File: config.mk
export PLATFORM = sky130hd
export DESIGN_NAME = etm_error_accum
export DESIGN_NICKNAME = d
export VERILOG_FILES = /design/src/rtl/etm_error_accum.sv
export SDC_FILE = /design/constraint.sdc
export NUM_CORES = 1
export LEC_CHECK = 0
export BUFFER_PORTS_ARGS = -buffer_cell sky130_fd_sc_hd__buf_2
export CORE_AREA = 2 2 140 244
export CTS_BUF_LIST = sky130_fd_sc_hd__clkbuf_8
export CTS_CLUSTER_DIAMETER = 150
export CTS_CLUSTER_SIZE = 20
export DETAILED_ROUTE_END_ITERATION = 12
export DIE_AREA = 0 0 142 246
export HOLD_SLACK_MARGIN = 0.03
export PLACE_DENSITY_LB_ADDON = 0.12
export SETUP_SLACK_MARGIN = 0.1
export SLEW_MARGIN = 0
export SYNTH_ARGS = -nofsm -noshare
export SYNTH_HDL_FRONTEND = slang
export SYNTH_SLANG_ARGS = --single-unit
File: constraint.sdc
create_clock -name clk -period 3.8 [get_ports clk]
set_input_delay 0 -clock clk [delete_from_list [all_inputs] [get_ports clk]]
set_output_delay 0 -clock clk [all_outputs]
set_load 0.01 [all_outputs]
File: src/rtl/etm_error_accum.sv
// etm_error_accum: accumulates ETM multiplier error metrics over a run of NSAMP product pairs
//
// Ports:
//   clk          clock, all logic on the rising edge
//   rst_n        synchronous reset, active-low
//   start        pulse: clear results and begin a run (honoured in IDLE/DONE only)
//   in_valid     product pair valid
//   in_ready     block accepts a pair this cycle (state/counter only, never in_valid)
//   prod_approx  approximate product
//   prod_exact   exact reference product
//   busy         high in RUN or DRAIN
//   done         high in DONE; results final and stable
//   sum_abs_err  saturating sum of |approx-exact|
//   max_abs_err  largest |approx-exact| of the run
//   max_idx      0-based index of the first sample reaching max_abs_err
//   err_count    number of samples with approx != exact
module etm_error_accum #(
    parameter int W     = 32,
    parameter int ACC_W = 48,
    parameter int CNT_W = 16,
    parameter int NSAMP = 1024
) (
    input  logic             clk,
    input  logic             rst_n,
    input  logic             start,
    input  logic             in_valid,
    output logic             in_ready,
    input  logic [W-1:0]     prod_approx,
    input  logic [W-1:0]     prod_exact,
    output logic             busy,
    output logic             done,
    output logic [ACC_W-1:0] sum_abs_err,
    output logic [W-1:0]     max_abs_err,
    output logic [CNT_W-1:0] max_idx,
    output logic [CNT_W-1:0] err_count
);
    typedef enum logic [1:0] {IDLE, RUN, DRAIN, DONE} state_t;
    state_t            state_q, state_d;
    logic [CNT_W-1:0]  cnt_q;
    logic              s1_v_q;
    logic [W-1:0]      d_q;
    logic [CNT_W-1:0]  idx_q;
    logic [ACC_W-1:0]  sum_q;
    logic [W-1:0]      max_q;
    logic [CNT_W-1:0]  max_idx_q;
    logic [CNT_W-1:0]  err_q;
    logic              go;
    logic              hs;
    logic              last;
    logic [W:0]        diff;
    logic [W-1:0]      diff_lo;
    logic [W-1:0]      abs_d;
    logic [ACC_W:0]    sum_ext;
    logic [ACC_W-1:0]  sum_sat;
    assign go      = start && (state_q == IDLE || state_q == DONE);
    assign hs      = in_valid && in_ready;
    assign last    = hs && (cnt_q == CNT_W'(NSAMP - 1));
    // W+1-bit signed difference; magnitude never exceeds 2^W-1 so the low W bits suffice
    assign diff    = {1'b0, prod_approx} - {1'b0, prod_exact};
    assign diff_lo = diff[W-1:0];
    assign abs_d   = diff[W] ? -diff_lo : diff_lo;
    // one extra bit catches the carry out; once saturated, adding d>=0 keeps it saturated
    assign sum_ext = {1'b0, sum_q} + (ACC_W + 1)'(d_q);
    assign sum_sat = sum_ext[ACC_W] ? '1 : sum_ext[ACC_W-1:0];
    always_ff @(posedge clk) begin
        if (!rst_n) state_q <= IDLE;
        else        state_q <= state_d;
    end
    always_comb begin
        state_d = state_q;
        unique case (state_q)
            IDLE:    state_d = start ? RUN : IDLE;
            RUN:     state_d = last ? DRAIN : RUN;
            DRAIN:   state_d = DONE;
            DONE:    state_d = start ? RUN : DONE;
            default: state_d = IDLE;
        endcase
    end
    always_comb begin
        in_ready = (state_q == RUN) && (cnt_q < CNT_W'(NSAMP));
        busy     = (state_q == RUN) || (state_q == DRAIN);
        done     = (state_q == DONE);
    end
    always_ff @(posedge clk) begin
        if (!rst_n || go) begin
            cnt_q     <= '0;
            s1_v_q    <= 1'b0;
            d_q       <= '0;
            idx_q     <= '0;
            sum_q     <= '0;
            max_q     <= '0;
            max_idx_q <= '0;
            err_q     <= '0;
        end else begin
            s1_v_q <= hs;
            if (hs) begin
                d_q   <= abs_d;
                idx_q <= cnt_q;
                cnt_q <= cnt_q + 1'b1;
            end
            if (s1_v_q) begin
                sum_q <= sum_sat;
                err_q <= err_q + CNT_W'(d_q != '0);
                if (d_q > max_q) begin
                    max_q     <= d_q;
                    max_idx_q <= idx_q;
                end
            end
        end
    end
    assign sum_abs_err = sum_q;
    assign max_abs_err = max_q;
    assign max_idx     = max_idx_q;
    assign err_count   = err_q;
endmodule

==> out/summary.txt <==
status - finished clean
Tcrit/Tclk final - 0.929
top cell type's share of synthesized area - 0.297
Avg Cell Area, Syn - 8.07 um2
most frequent cells in the layout - nand2_1 (184), buf_2 (182), dfxtp_1 (177), a21oi_1 (138)
vias in the first global route - 11100
Post-Route WL - 36800 um
Setup TNS Final - 0 ns
final setup vio count - 0
DRC errors left - 0
mean routed wirelength per cell - 17.6 um
critical path endpoint category - flop
Area after DPL - 13600 um2
# rows - 88
grt ovf - 0
Synth area leaders - dfxtp_1 (30%), ha_1 (11%), a21oi_1 (5.7%)
Initial Util - 0.367
mapped cell area - 12100 um2
CTS Sinks - 179
ys async rst share - 0
Worst Setup Path Type - input pin to flop
final setup margin - 0.269 ns
Synth Instances - 1496
largest family of logic cells by synthesized area - compound AO/OA/AOI/OAI gates
Post-synth EDFFs - 0
Data arrival, critical path - 3.92 ns
GR Util All Layers - 0.210
commonest non-fill, non-tap cell in the layout - nand2_1
worst slack, placed - 0.293 ns
PD cells - 308 nW/um2
post-route cell area - 14000 um2
total power - 4320 uW
Die ar. - 34900 um2
DR vias/cell - 5.42
maximum clock insertion buffer count - 2
slew margin rel. - 0.490
YS warnings - 0
pin count of the biggest net entering global routing - 88
Placed Cells - 2059
simple-gate share of the synthesized area - 0.192
mux cell area share after synthesis - 0.0415
achievable frequency - 0.283 GHz
post-synthesis adder-cell area fraction - 0.111
vias - 11400
Leak - 0.00616 uW
#FFs+latches synth - 179
initial DRC count - 547
count of different cell masters after synthesis - 85
clk slew on worst S/H paths - 0.10 ns
Worst-Skew Late Latency - 0.50 ns
CTS tree - yes
drt pass-1 iters - 5
VDD IR max - 176 uV
final non-filler cell total - 2097
syn nets - 1670
hpwl dp - 29000 um
CP Data Required Time - 4.19 ns
Max Clock Skew - 0.0161 ns
Die H - 246 um
input/output buffers - 182
Final Hold Vio Count - 0
CORE AREA - 32900 um2
CTS Buf Count - 17
max-cap viol count - 0
gpl congestion - 0.898
initial antenna violation count - 1
fraction of layout cells with a size suffix above 1 - 0.177
CTS root buf - clkbuf_8
global-route wire length before repair - 58100 um
Seq/Total Area, Yosys - 0.297
crit path max fanout - 4
Worst Hold Class - input pin to flop
Final min period - 3.53 ns
H-tree depth - 4
Max Transition Viols Final - 0
startpoint type of the worst setup path - input pin
XOR/XNOR Fraction of Synth Area - 0.0753
worst slew pin tran - 0.763 ns
RSZ-0062 raised after global routing - yes
Area Growth Syn to Fin - 16.2%
top_reg_cell synth - dfxtp_1
Die Wd - 142 um
Synth area leader - dfxtp_1
Synth Area in Compound Gates - 0.230
Final #Nets - 1852
IO Count - 183
Routed Antenna Nets - 0
[layout make-up]
type	instances	area, um2
diodes	1	2.50
clock buffers	17	234
clock inverters	15	165
fillers	3425	18900
inverters	97	364
multi-input cells	1156	7890
flip-flops and latches	179	3590
well taps	405	507
repair buffers	227	1290
[synth_stat cells, types with 12 or more instances]
| cell | instances |
|---|---|
| or3_1 | 12 |
| nor2_1 | 77 |
| inv_1 | 97 |
| nand3_1 | 24 |
| and2_1 | 16 |
| a31oi_1 | 17 |
| a21oi_1 | 138 |
| buf_2 | 19 |
| dfxtp_1 | 179 |
| nand2_1 | 184 |
| xnor2_1 | 43 |
| nor2b_1 | 12 |
| xor2_1 | 59 |
| ha_1 | 104 |
| nand4_1 | 34 |
| o21ai_0 | 105 |
| clkbuf_1 | 39 |
| nor3_1 | 24 |
| mux2i_1 | 50 |
| nor4_1 | 14 |
| o21a_1 | 17 |
| a21o_1 | 53 |
| and3_1 | 28 |
| nand2b_1 | 12 |
[what timing repair did]
action	in CTS	in global routing
buffers inserted	0	1
setup endpoints to repair	0	12
hold buffers	4	0
resized for setup	0	6
hold endpoints to repair	31	0
[kinds of logic (layout without fill, tap and decap cells)]
logic type / count (synthesis) / after routing
muxes: 50 / 50
AOI/OAI and AO/OA: 428 / 428
adders and majority gates: 106 / 106
xor gates and xnor gates: 103 / 103
other: 0 / 1
buffers and inverters: 161 / 356
and+or+nand+nor: 469 / 469
DFF: 179 / 179
[registers in the layout, indices dropped and copies added (netlist names)]
register	cells
state_q	2
sum_abs_err	48
s1_v_q	1
max_idx	16
cnt_q	16
idx_q	16
err_count	16
d_q	32
max_abs_err	32
[per-stage QoR]
step | hold slack (ns) | utilization
after floorplan | 0.138 | -
after global placement | 0.324 | 0.412
after detailed placement | 0.318 | 0.412
after CTS | 0.0700 | 0.425
after global routing | 0.0903 | 0.426
final | 0.0861 | 0.426
[final timing paths]
check	to	startpoint	slack (ns)	cells past startpoint
worst max-delay path	d_q[31]	prod_exact[0]	0.27	15
worst min-delay path	d_q[0]	prod_approx[0]	0.09	4
worst max register to register	max_abs_err[27]	max_abs_err[25]	0.37	13
worst min register to register	max_idx[8]	idx_q[8]	0.45	2
[per-layer routing]
layer	global-route usage	vias up	part of all wire
met1	0.215	5375	0.38
met3	0.0334	50	0.032
li1	-	5721	-
met5	0	-	0
met4	0.0824	0	0.034
met2	0.413	219	0.55
[worst max-delay path, cell delays in order]
cell,delay [ns]
dlygate4sd3_1,0.52
buf_2,0.10
ha_1,0.15
inv_1,0.05
fa_1,0.42
a211o_1,0.33
a31oi_2,0.29
a211o_1,0.30
a31o_1,0.28
o21ai_0,0.18
xor2_1,0.21
or3_1,0.38
nor4_1,0.42
mux2i_1,0.23
nand2_1,0.06
[power by group]
group	internal, uW	leakage, uW	switching [uW]
Combinational	410	0.00452	641
Clock	497	0.000192	848
Sequential	1900	0.00145	30.6
Total	2800	0.00616	1520
Note: power is estimated with default switching activity, not from simulation.
